$ cat config.mk
export PLATFORM = sky130hd
export DESIGN_NAME = ahb_debug_manager_flat
export DESIGN_NICKNAME = d
export VERILOG_FILES = /design/src/rtl/ahb_pkg.sv /design/src/rtl/ahb_if.sv /design/src/rtl/ahb_strb_gen.sv /design/src/rtl/ahb_debug_manager.sv /design/src/flat_wrapper.sv
export SDC_FILE = /design/constraint.sdc
export NUM_CORES = 1
export LEC_CHECK = 0
export ABC_CLOCK_PERIOD_IN_PS = 4900
export BUFFER_PORTS_ARGS = -buffer_cell sky130_fd_sc_hd__buf_2
export CORE_MARGIN = 2
export CORE_UTILIZATION = 50
export CTS_CLUSTER_SIZE = 16
export DETAILED_ROUTE_END_ITERATION = 6
export HOLD_SLACK_MARGIN = 0.1
export PLACE_DENSITY = 0.82
export SYNTH_ARGS = -nofsm -noshare
export SYNTH_HDL_FRONTEND = slang
export SYNTH_SLANG_ARGS = --single-unit
$ cat constraint.sdc
create_clock -name HCLK -period 4.9 [get_ports HCLK]
set_clock_uncertainty 0.2 [all_clocks]
set_input_delay 0.98 -clock HCLK [delete_from_list [all_inputs] [get_ports HCLK]]
set_output_delay 0.98 -clock HCLK [all_outputs]
set_load 0.05 [all_outputs]
$ cat src/rtl/ahb_pkg.sv
`default_nettype none
// ============================================================================
// ahb_pkg : shared AHB-Lite encodings and debug-manager state type
// Rev 1.0
// ============================================================================
package ahb_pkg;

  typedef enum logic [1:0] {
    IDLE   = 2'b00,
    BUSY   = 2'b01,
    NONSEQ = 2'b10,
    SEQ    = 2'b11
  } htrans_t;

  typedef enum logic [2:0] {
    SINGLE = 3'b000
  } hburst_t;

  typedef enum logic [2:0] {
    BYTE  = 3'b000,
    HALF  = 3'b001,
    WORD  = 3'b010,
    DWORD = 3'b011
  } hsize_t;

  typedef enum logic [1:0] {
    DBG_IDLE = 2'b00,
    DBG_ADDR = 2'b01,
    DBG_DATA = 2'b10,
    DBG_RESP = 2'b11
  } ahb_dbg_state_t;

endpackage
`default_nettype wire

$ cat src/rtl/ahb_if.sv
`default_nettype none
// ============================================================================
// ahb_if : AHB-Lite signal bundle with manager and subordinate views
// Rev 1.0
// ============================================================================
interface ahb_if #(
  parameter int ADDR_WIDTH = 32,
  parameter int DATA_WIDTH = 32
);
  logic                    HSEL;
  logic [ADDR_WIDTH-1:0]   HADDR;
  logic                    HWRITE;
  logic [2:0]              HSIZE;
  logic [2:0]              HBURST;
  logic [1:0]              HTRANS;
  logic                    HMASTLOCK;
  logic [DATA_WIDTH-1:0]   HWDATA;
  logic [DATA_WIDTH/8-1:0] HWSTRB;
  logic                    HREADY;
  logic                    HRESP;
  logic [DATA_WIDTH-1:0]   HRDATA;

  modport manager (
    output HSEL, HADDR, HWRITE, HSIZE, HBURST, HTRANS, HMASTLOCK, HWDATA, HWSTRB,
    input  HREADY, HRESP, HRDATA
  );

  modport subordinate (
    input  HSEL, HADDR, HWRITE, HSIZE, HBURST, HTRANS, HMASTLOCK, HWDATA, HWSTRB,
    output HREADY, HRESP, HRDATA
  );
endinterface
`default_nettype wire

$ cat src/rtl/ahb_strb_gen.sv
`default_nettype none
// ============================================================================
// ahb_strb_gen : byte-lane strobe and legality flags from (size, addr LSBs)
// Rev 1.0
// ============================================================================
module ahb_strb_gen #(
  parameter  int DATA_WIDTH = 32,
  localparam int STRB_W     = DATA_WIDTH / 8,
  localparam int LSB_W      = $clog2(STRB_W)
) (
  input  logic [2:0]        size,
  input  logic [LSB_W-1:0]  addr_lsb,
  output logic [STRB_W-1:0] strb,
  output logic              misaligned,
  output logic              illegal_size
);

  logic [STRB_W-1:0] w_ones;
  logic [LSB_W-1:0]  w_amask;

  always_comb begin
    illegal_size = (int'(size) > LSB_W);
    w_ones  = '0;
    w_amask = '0;
    for (int i = 0; i < STRB_W; i++) begin
      if (i < (1 << size)) w_ones[i] = 1'b1;
    end
    for (int i = 0; i < LSB_W; i++) begin
      if (i < int'(size)) w_amask[i] = 1'b1;
    end
    misaligned = !illegal_size && (|(addr_lsb & w_amask));
    // Only legal, aligned requests get lanes, so nothing shifts off the top.
    strb = (illegal_size || misaligned) ? '0 : (w_ones << addr_lsb);
  end

endmodule
`default_nettype wire

$ cat src/rtl/ahb_debug_manager.sv
`default_nettype none
// ============================================================================
// ahb_debug_manager : single-outstanding AHB-Lite manager for debug requests
// Optional wait-state timeout: define AHB_DBG_TIMEOUT_EN.      Rev 1.0
// ============================================================================
module ahb_debug_manager
  import ahb_pkg::*;
#(
  parameter int ADDR_WIDTH     = 32,
  parameter int DATA_WIDTH     = 32,
  parameter int TIMEOUT_CYCLES = 256
) (
  input  logic                  HCLK,
  input  logic                  HRESET,
  ahb_if.manager                ahbif,
  input  logic                  req_valid,
  output logic                  req_ready,
  input  logic                  req_write,
  input  logic [ADDR_WIDTH-1:0] req_addr,
  input  logic [2:0]            req_size,
  input  logic [DATA_WIDTH-1:0] req_wdata,
  output logic                  rsp_valid,
  input  logic                  rsp_ready,
  output logic [DATA_WIDTH-1:0] rsp_rdata,
  output logic                  rsp_err,
  output logic                  rsp_timeout
);

  localparam int STRB_W = DATA_WIDTH / 8;
  localparam int LSB_W  = $clog2(STRB_W);

  ahb_dbg_state_t        state_q,     state_d;
  logic                  req_ready_q, req_ready_d;
  logic                  rsp_valid_q, rsp_valid_d;
  logic                  rsp_err_q,   rsp_err_d;
  logic [DATA_WIDTH-1:0] rsp_rdata_q, rsp_rdata_d;
  logic                  hsel_q,      hsel_d;
  htrans_t               htrans_q,    htrans_d;
  logic [ADDR_WIDTH-1:0] haddr_q,     haddr_d;
  logic                  hwrite_q,    hwrite_d;
  logic [2:0]            hsize_q,     hsize_d;
  logic [DATA_WIDTH-1:0] hwdata_q,    hwdata_d;
  logic [STRB_W-1:0]     hwstrb_q,    hwstrb_d;
  logic [DATA_WIDTH-1:0] wdata_q,     wdata_d;
  logic [STRB_W-1:0]     strb_q,      strb_d;

  logic [STRB_W-1:0]     gen_strb;
  logic                  gen_misaligned;
  logic                  gen_illegal_size;

  ahb_strb_gen #(.DATA_WIDTH(DATA_WIDTH)) u_strb_gen (
    .size         (req_size),
    .addr_lsb     (req_addr[LSB_W-1:0]),
    .strb         (gen_strb),
    .misaligned   (gen_misaligned),
    .illegal_size (gen_illegal_size)
  );

`ifdef AHB_DBG_TIMEOUT_EN
  localparam logic [15:0] TO_LAST = 16'(TIMEOUT_CYCLES - 1);
  logic [15:0] cnt_q, cnt_d;
  logic        rsp_timeout_q, rsp_timeout_d;
  logic        stalled;
  assign stalled = ((state_q == DBG_ADDR) || (state_q == DBG_DATA)) && !ahbif.HREADY;
`else
  logic unused_timeout_cfg;
  assign unused_timeout_cfg = (TIMEOUT_CYCLES > 0);
`endif

  always_comb begin
    state_d     = state_q;
    req_ready_d = req_ready_q;
    rsp_valid_d = rsp_valid_q;
    rsp_err_d   = rsp_err_q;
    rsp_rdata_d = rsp_rdata_q;
    hsel_d      = hsel_q;
    htrans_d    = htrans_q;
    haddr_d     = haddr_q;
    hwrite_d    = hwrite_q;
    hsize_d     = hsize_q;
    hwdata_d    = hwdata_q;
    hwstrb_d    = hwstrb_q;
    wdata_d     = wdata_q;
    strb_d      = strb_q;
`ifdef AHB_DBG_TIMEOUT_EN
    cnt_d         = cnt_q;
    rsp_timeout_d = rsp_timeout_q;
`endif

    unique case (state_q)
      DBG_IDLE: begin
        if (req_valid) begin
          req_ready_d = 1'b0;
          if (gen_illegal_size || gen_misaligned) begin
            state_d     = DBG_RESP;
            rsp_valid_d = 1'b1;
            rsp_err_d   = 1'b1;
          end else begin
            state_d  = DBG_ADDR;
            hsel_d   = 1'b1;
            htrans_d = NONSEQ;
            haddr_d  = req_addr;
            hwrite_d = req_write;
            hsize_d  = req_size;
            wdata_d  = req_wdata;
            strb_d   = req_write ? gen_strb : '0;
`ifdef AHB_DBG_TIMEOUT_EN
            cnt_d    = '0;
`endif
          end
        end
      end
      DBG_ADDR: begin
        if (ahbif.HREADY) begin
          state_d  = DBG_DATA;
          hsel_d   = 1'b0;
          htrans_d = IDLE;
          hwdata_d = hwrite_q ? wdata_q : '0;
          hwstrb_d = strb_q;
        end
      end
      DBG_DATA: begin
        // HRESP=1 with HREADY=0 is the first error cycle; only the second completes.
        if (ahbif.HREADY) begin
          state_d     = DBG_RESP;
          rsp_valid_d = 1'b1;
          hwdata_d    = '0;
          hwstrb_d    = '0;
          if (ahbif.HRESP) rsp_err_d   = 1'b1;
          else             rsp_rdata_d = hwrite_q ? '0 : ahbif.HRDATA;
        end
      end
      DBG_RESP: begin
        if (rsp_ready) begin
          state_d     = DBG_IDLE;
          req_ready_d = 1'b1;
          rsp_valid_d = 1'b0;
          rsp_err_d   = 1'b0;
          rsp_rdata_d = '0;
`ifdef AHB_DBG_TIMEOUT_EN
          rsp_timeout_d = 1'b0;
`endif
        end
      end
      default: state_d = DBG_IDLE;
    endcase

`ifdef AHB_DBG_TIMEOUT_EN
    if (stalled) begin
      if (cnt_q == TO_LAST) begin
        state_d       = DBG_RESP;
        hsel_d        = 1'b0;
        htrans_d      = IDLE;
        hwdata_d      = '0;
        hwstrb_d      = '0;
        rsp_valid_d   = 1'b1;
        rsp_err_d     = 1'b1;
        rsp_timeout_d = 1'b1;
      end else begin
        cnt_d = cnt_q + 16'd1;
      end
    end
`endif
  end

  always_ff @(posedge HCLK) begin
    if (HRESET) begin
      state_q     <= DBG_IDLE;
      req_ready_q <= 1'b1;
      rsp_valid_q <= 1'b0;
      rsp_err_q   <= 1'b0;
      rsp_rdata_q <= '0;
      hsel_q      <= 1'b0;
      htrans_q    <= IDLE;
      haddr_q     <= '0;
      hwrite_q    <= 1'b0;
      hsize_q     <= 3'd0;
      hwdata_q    <= '0;
      hwstrb_q    <= '0;
      wdata_q     <= '0;
      strb_q      <= '0;
`ifdef AHB_DBG_TIMEOUT_EN
      cnt_q         <= '0;
      rsp_timeout_q <= 1'b0;
`endif
    end else begin
      state_q     <= state_d;
      req_ready_q <= req_ready_d;
      rsp_valid_q <= rsp_valid_d;
      rsp_err_q   <= rsp_err_d;
      rsp_rdata_q <= rsp_rdata_d;
      hsel_q      <= hsel_d;
      htrans_q    <= htrans_d;
      haddr_q     <= haddr_d;
      hwrite_q    <= hwrite_d;
      hsize_q     <= hsize_d;
      hwdata_q    <= hwdata_d;
      hwstrb_q    <= hwstrb_d;
      wdata_q     <= wdata_d;
      strb_q      <= strb_d;
`ifdef AHB_DBG_TIMEOUT_EN
      cnt_q         <= cnt_d;
      rsp_timeout_q <= rsp_timeout_d;
`endif
    end
  end

  assign req_ready       = req_ready_q;
  assign rsp_valid       = rsp_valid_q;
  assign rsp_err         = rsp_err_q;
  assign rsp_rdata       = rsp_rdata_q;
`ifdef AHB_DBG_TIMEOUT_EN
  assign rsp_timeout     = rsp_timeout_q;
`else
  assign rsp_timeout     = 1'b0;
`endif

  assign ahbif.HSEL      = hsel_q;
  assign ahbif.HTRANS    = htrans_q;
  assign ahbif.HADDR     = haddr_q;
  assign ahbif.HWRITE    = hwrite_q;
  assign ahbif.HSIZE     = hsize_q;
  assign ahbif.HBURST    = SINGLE;
  assign ahbif.HMASTLOCK = 1'b0;
  assign ahbif.HWDATA    = hwdata_q;
  assign ahbif.HWSTRB    = hwstrb_q;

endmodule
`default_nettype wire

$ cat src/flat_wrapper.sv
// flat-port wrapper written by rule: the top's interface ports become plain ports
module ahb_debug_manager_flat import ahb_pkg::*;
#(
  parameter int ADDR_WIDTH     = 32,
  parameter int DATA_WIDTH     = 32,
  parameter int TIMEOUT_CYCLES = 256
)
  (HCLK, HRESET, req_valid, req_ready, req_write, req_addr, req_size, req_wdata, rsp_valid, rsp_ready, rsp_rdata, rsp_err, rsp_timeout, ahbif_HSEL, ahbif_HADDR, ahbif_HWRITE, ahbif_HSIZE, ahbif_HBURST, ahbif_HTRANS, ahbif_HMASTLOCK, ahbif_HWDATA, ahbif_HWSTRB, ahbif_HREADY, ahbif_HRESP, ahbif_HRDATA);
  ahb_if #(.ADDR_WIDTH(ADDR_WIDTH), .DATA_WIDTH(DATA_WIDTH)) ahbif_i ();
  input  logic HCLK;
  input  logic HRESET;
  input  logic req_valid;
  output logic req_ready;
  input  logic req_write;
  input  logic [ADDR_WIDTH-1:0] req_addr;
  input  logic [2:0] req_size;
  input  logic [DATA_WIDTH-1:0] req_wdata;
  output logic rsp_valid;
  input  logic rsp_ready;
  output logic [DATA_WIDTH-1:0] rsp_rdata;
  output logic rsp_err;
  output logic rsp_timeout;
  output wire logic [$bits(ahbif_i.HSEL)-1:0] ahbif_HSEL;
  output wire logic [$bits(ahbif_i.HADDR)-1:0] ahbif_HADDR;
  output wire logic [$bits(ahbif_i.HWRITE)-1:0] ahbif_HWRITE;
  output wire logic [$bits(ahbif_i.HSIZE)-1:0] ahbif_HSIZE;
  output wire logic [$bits(ahbif_i.HBURST)-1:0] ahbif_HBURST;
  output wire logic [$bits(ahbif_i.HTRANS)-1:0] ahbif_HTRANS;
  output wire logic [$bits(ahbif_i.HMASTLOCK)-1:0] ahbif_HMASTLOCK;
  output wire logic [$bits(ahbif_i.HWDATA)-1:0] ahbif_HWDATA;
  output wire logic [$bits(ahbif_i.HWSTRB)-1:0] ahbif_HWSTRB;
  input wire logic [$bits(ahbif_i.HREADY)-1:0] ahbif_HREADY;
  input wire logic [$bits(ahbif_i.HRESP)-1:0] ahbif_HRESP;
  input wire logic [$bits(ahbif_i.HRDATA)-1:0] ahbif_HRDATA;
  assign ahbif_HSEL = ahbif_i.HSEL;
  assign ahbif_HADDR = ahbif_i.HADDR;
  assign ahbif_HWRITE = ahbif_i.HWRITE;
  assign ahbif_HSIZE = ahbif_i.HSIZE;
  assign ahbif_HBURST = ahbif_i.HBURST;
  assign ahbif_HTRANS = ahbif_i.HTRANS;
  assign ahbif_HMASTLOCK = ahbif_i.HMASTLOCK;
  assign ahbif_HWDATA = ahbif_i.HWDATA;
  assign ahbif_HWSTRB = ahbif_i.HWSTRB;
  assign ahbif_i.HREADY = ahbif_HREADY;
  assign ahbif_i.HRESP = ahbif_HRESP;
  assign ahbif_i.HRDATA = ahbif_HRDATA;
  ahb_debug_manager #(.ADDR_WIDTH(ADDR_WIDTH), .DATA_WIDTH(DATA_WIDTH), .TIMEOUT_CYCLES(TIMEOUT_CYCLES)) u_core (.HCLK(HCLK), .HRESET(HRESET), .ahbif(ahbif_i), .req_valid(req_valid), .req_ready(req_ready), .req_write(req_write), .req_addr(req_addr), .req_size(req_size), .req_wdata(req_wdata), .rsp_valid(rsp_valid), .rsp_ready(rsp_ready), .rsp_rdata(rsp_rdata), .rsp_err(rsp_err), .rsp_timeout(rsp_timeout));
endmodule
# After elaboration in Yosys (flattened, before gate mapping)
# Cells that the tools add are included.
dict set report word_totals {
  register_bits 148
}
dict set report op_classes {
  order_cmp 7
  n_eq_ne 11
  shifts 2
  muxes 44
  n_bitwise 2
  reduce_logical 18
}
# operator n
set ops {}
lappend ops {{$mux 32} 7}
lappend ops {{$pmux 32 s2} 2}
lappend ops {{$lt 3x32->1 const A} 2}
lappend ops {{$lt 1x32->1 const A} 1}
lappend ops {{$lt 2x32->1 const A} 1}
lappend ops {{$shl 1x3->32 const A} 1}
lappend ops {{$mux 1} 17}
lappend ops {{$mux 2} 8}
lappend ops {{$ne 2x2->1 const B} 7}
lappend ops {{$mux 4} 3}
lappend ops {{$reduce_and 4->1} 3}
lappend ops {{$reduce_and 3->1} 3}
lappend ops {{$pmux 2 s4} 1}
lappend ops {{$pmux 4 s2} 1}
lappend ops {{$reduce_bool 2->1} 4}
lappend ops {{$lt 1x3->1 const A} 2}
lappend ops {{$pmux 1 s3} 2}
lappend ops {{$reduce_and 6->1} 1}
lappend ops {{$reduce_and 5->1} 1}
lappend ops {{$eq 2x2->1 const B} 2}
lappend ops {{$pmux 1 s2} 2}
lappend ops {{$pmux 2 s2} 1}
lappend ops {{$shl 4x2->4} 1}
lappend ops {{$gt 3x2->1 const B} 1}
lappend ops {{other kinds (10)} 10}

# Longest topological paths before layout
dict set report logic_depth {
  word_depth 9
  depth_mapped 8
  ltp_nobuf 6
}

# By module
# Synthesis repeated with hierarchy kept, for this count alone.
dict set report unflattened {
  cells_unflattened 696
  area_unflattened_um2 5597.9
}
# module n_inst cells_per_inst area_per_inst_um2
set by_module_without_submodules {}
lappend by_module_without_submodules {ahb_debug_manager 1 677 5484.0}
lappend by_module_without_submodules {ahb_strb_gen 1 19 113.9}

# Worst setup path before layout
# No wires, ideal clock.
dict set report synth_path {
  path_kind {input-to-reg}
  start {input port req_size[2]}
  end {register u_core.strb_q[0]}
  arrival_time_ns 2.133
  slack_ns 2.497
  stages 5
  path_cell_list {nor4_4 -> o21bai_1 -> buf_2 -> or4b_1 -> a21oi_1}
}
dict set report synth_via {
  elab_chain_cells 8
}
# element line
set synth_lines {}
lappend synth_lines {{from (decl)} flat_wrapper.sv:16} ;# input logic [2:0] req_size;
lappend synth_lines {{parallel branches: the longest is 8 deep, another holds $lt 1x32->1} -}
lappend synth_lines {{to (signal assigned)} ahb_debug_manager.sv:200} ;# strb_q <= strb_d;
lappend synth_lines {{to (decl)} ahb_debug_manager.sv:45} ;# logic [STRB_W-1:0] strb_q, strb_d;
# Several ways; the timed one is not identified.
# A chain may end at the register's enable or synchronous reset.

# Worst setup path after layout
dict set report layout_path {
  start {input port req_size[0]}
  end {register u_core.wdata_q[19]}
}
dict set report layout_via {
  elab_chain_cells 8
}
# element line
set layout_lines {}
lappend layout_lines {{$lt 1x3->1} ahb_strb_gen.sv:29} ;# if (i < int'(size)) w_amask[i] = 1'b1;
lappend layout_lines {{$mux 1} ahb_strb_gen.sv:29}
lappend layout_lines {{$and 2x2->2} ahb_strb_gen.sv:31} ;# misaligned = !illegal_size && (|(addr_lsb & w_amask));
lappend layout_lines {{$reduce_or 2->1} ahb_strb_gen.sv:31}
lappend layout_lines {{$logic_and 1x1->1} ahb_strb_gen.sv:31}
lappend layout_lines {{$logic_or 1x1->1 *} ahb_debug_manager.sv:94} ;# if (gen_illegal_size || gen_misaligned) begin
lappend layout_lines {{$not 1->1 (no source line) *} -}
lappend layout_lines {{$reduce_and 3->1 (no source line) *} -}
lappend layout_lines {{to (signal assigned)} ahb_debug_manager.sv:199} ;# wdata_q <= wdata_d;
lappend layout_lines {{to (decl)} ahb_debug_manager.sv:44} ;# logic [DATA_WIDTH-1:0] wdata_q, wdata_d;
# Mark *: on every way between the ends. The rest lies on a longest branch, timed or not.

==> impl_metrics.json <==
{
  "status": "completed",
  "startpoint_type": "primary input",
  "die_y_um": 110.1,
  "hold_path_depth": 2,
  "setup_violations": 0,
  "leakage_nw": 3.152,
  "drc": 0,
  "drive_above_1_share_pct": 30.02,
  "portBuffers": 214,
  "via_per_inst": 5.136,
  "slew_violations": 0,
  "clk_latency_ns": 0.51,
  "yosysTopAreaCellShare_pct": 51.93,
  "setup_tns_ns": 0,
  "fmax_ghz": 0.3610,
  "endpoint_kind": "flop",
  "routabilityCongestion": 0.8258,
  "grt_start_max_net_pins": 74,
  "min_to": "u_core.ahbif.HWDATA[27]",
  "postRouteAntennaNets": 0,
  "layout_setup_ws_ns": 2.130,
  "met2_length_um": 6774,
  "worstPathMaxFanout": 48,
  "core_um2": 10890,
  "first_iter_violations": 317,
  "max-slew-margin-rel_pct": 30.60,
  "boundaryPins": 221,
  "drtPass1Iterations": 5,
  "power_mw": 3.844,
  "antenna_found_initial": 0,
  "place_ws_ns": 1.604,
  "wl_met1_um": 5980,
  "tightest_slew_ns": 1.037,
  "ys_ff_latch": 146,
  "num_vias": 5218,
  "synth_area_um2": 5628,
  "diodes": 0,
  "worstReg2RegStart": "u_core.state_q[0]",
  "clockBufferDepth": 2,
  "grt.overflow.total": 0,
  "yosys.area.top_type": "dfxtp_1",
  "required_ns": 5.13,
  "cts_root_buffer": "clkbuf_8",
  "cts_resized": 0,
  "syn_inst": 674,
  "dp_hpwl_um": 9191,
  "fin_cells": 1016,
  "top_layer": "met4",
  "vdd_drop_max_v": 0.0004057,
  "worstRegToRegCells": 7,
  "rsz0062_at_grt": "false",
  "num_rows": 38,
  "final_hold_viol_count": 0,
  "dr_wl_met3_um": 1004,
  "die_x_um": 110.1,
  "grt_pass1_wl_um": 21800,
  "route.detailed.wl_per_inst_um": 13.74,
  "cts_buffers": 17,
  "syn_avg_cell_area_um2": 8.350,
  "syn2layout_area_growth_pct": 30.26,
  "die_area_um2": 12120,
  "n_fill_cell": 936,
  "min_from": "u_core.ahbif.HWDATA[27]",
  "synthArstFlopShare_pct": 0,
  "min_period_ns": 2.770,
  "cts.sinks": 146,
  "slowest_stage": "o21ba_2",
  "hold_path_class": "flop to flop",
  "r2r_setup_slack_ns": 2.17,
  "post_cts_buffers": 0,
  "track_usage_pct": 22.76,
  "critPathKind": "primary input to flop",
  "clk_pin_slew_ns": 0.06,
  "synth_edf_count": 0,
  "synth_area_leaders": "dfxtp_1, nand2_1, a21oi_1",
  "yosys_warnings": 0,
  "ys.flop_type": "dfxtp_1",
  "initial_core_util_pct": 51.69,
  "powerDensity_nw_per_um2": 524.3,
  "critPathMaxStageDelay_ns": 0.86,
  "dp.cells": 984,
  "htree_levels": 4,
  "wl_um": 13960,
  "finalCritPeriodShare_pct": 56.53,
  "cts_tree": "yes",
  "crit_path_cell_trace": "buf_2, a211oi_2, o21ba_2, buf_4, nand2_1, a21oi_1",
  "holdBufCountCts": 0,
  "grt_pass1_vias": 4648,
  "yosysUniqueCellTypes": 39,
  "ys_seq_area_share_pct": 51.93,
  "cp.arrival_ns": 3.00,
  "layout.nets": 975,
  "timing.max_cap.violations": 0,
  "timing.rr.end": "u_core.ahbif.HWDATA[19]"
}
through the flow:
stage | hold slack (ns) | instance area, µm² | util, %
6_report | 0.2497 | 7331 | 67.33
3_5_place_dp | 0.2426 | 6739 | 61.89
4_1_cts | 0.2499 | 7331 | 67.33
2_1_floorplan | 0.2270 | 5647 | -
3_3_place_gp | 0.2367 | 6739 | 61.89
5_1_grt | 0.2664 | 7331 | 67.33
state kept, by name (all words and copies together), names as in the netlist:
name	cells
u_core.strb_q	4
u_core.state_q	2
u_core.req_ready	1
u_core.ahbif.HADDR	32
u_core.rsp_err	1
u_core.wdata_q	32
u_core.ahbif.HSIZE	3
u_core.rsp_valid	1
u_core.ahbif.HWRITE	1
u_core.ahbif.HWDATA	32
u_core.rsp_rdata	32
u_core.ahbif.HTRANS	1
u_core.ahbif.HWSTRB	4
cell usage after synthesis (all sizes together), types with 2 or more instances:
cell	count
nand3	33
o21bai	2
nor2b	3
dfxtp	146
nor2	39
a21oi	111
inv	3
clkbuf	38
buf	20
a311oi	2
nor3b	5
ha	6
nand2b	3
a211oi	3
mux2i	33
o21ai	5
and2	33
nand2	173
cell families after synthesis:
group / Yosys count / synth area share [%]
simple gates: 296 / 23.26
flops: 146 / 51.93
compound gates: 131 / 12.78
buf+inv: 61 / 4.758
mux: 33 / 5.869
fa+ha+maj: 6 / 1.334
other cells: 1 / 0.06663
routing by layer:
layer  vias up  track usage (%)
met5         -                0
met4         0            7.411
met3        17            6.820
met2       182            37.55
met1      2427            28.50
li1       2592                -
area by class of cell:
class	instances	area, µm²	area share (%)
Clock buffer	19	431.7	5.888
Clock inverter	13	160.2	2.185
Inverter	3	11.26	0.1536
Multi-Input combinational cell	472	2489	33.95
Sequential cell	146	2923	39.87
Tap cell	140	175.2	2.389
Timing Repair Buffer	223	1141	15.57
how the worst max path moves through the flow:
stage / depth (start not counted) / start / endpoint / slack (ns)
4_1_cts: 7 / u_core.state_q[0] / u_core.ahbif.HWDATA[19] / 2.14
6_report: 6 / req_size[0] / u_core.wdata_q[19] / 2.13
5_1_grt: 6 / req_size[0] / u_core.wdata_q[19] / 1.95
3_3_place_gp: 6 / req_size[0] / u_core.wdata_q[4] / 1.70
2_1_floorplan: 5 / req_size[2] / u_core.strb_q[0] / 2.50
3_5_place_dp: 6 / req_size[0] / u_core.wdata_q[24] / 1.60
placed cells by master, fill, tap and decap left out, types with 5 or more instances in the layout:
cell type,synthesis,routed
buf_4,7,10
buf_2,10,213
nand3_1,33,33
nand2_1,173,173
nor3b_1,5,5
a21oi_1,111,111
mux2i_1,33,33
dfxtp_1,146,146
and2_1,33,33
conb_1,1,6
clkbuf_16,0,16
clkinvlp_4,0,5
nor2_1,39,39
ha_1,6,6
where the power goes:
group / total (mW) / switching (mW) / internal [mW]
sequential: 1.38 / 0.0659 / 1.31
clock: 1.29 / 0.497 / 0.788
combinational: 1.18 / 0.822 / 0.360
worst max-delay path, delay by kind of cell:
kind	cells	cell delay, ns
AOI/OAI and AO/OA	3	1.45
buffers and inverters	2	0.48
and+or+nand+nor	1	0.08
Note: power is estimated with default switching activity, not from simulation.
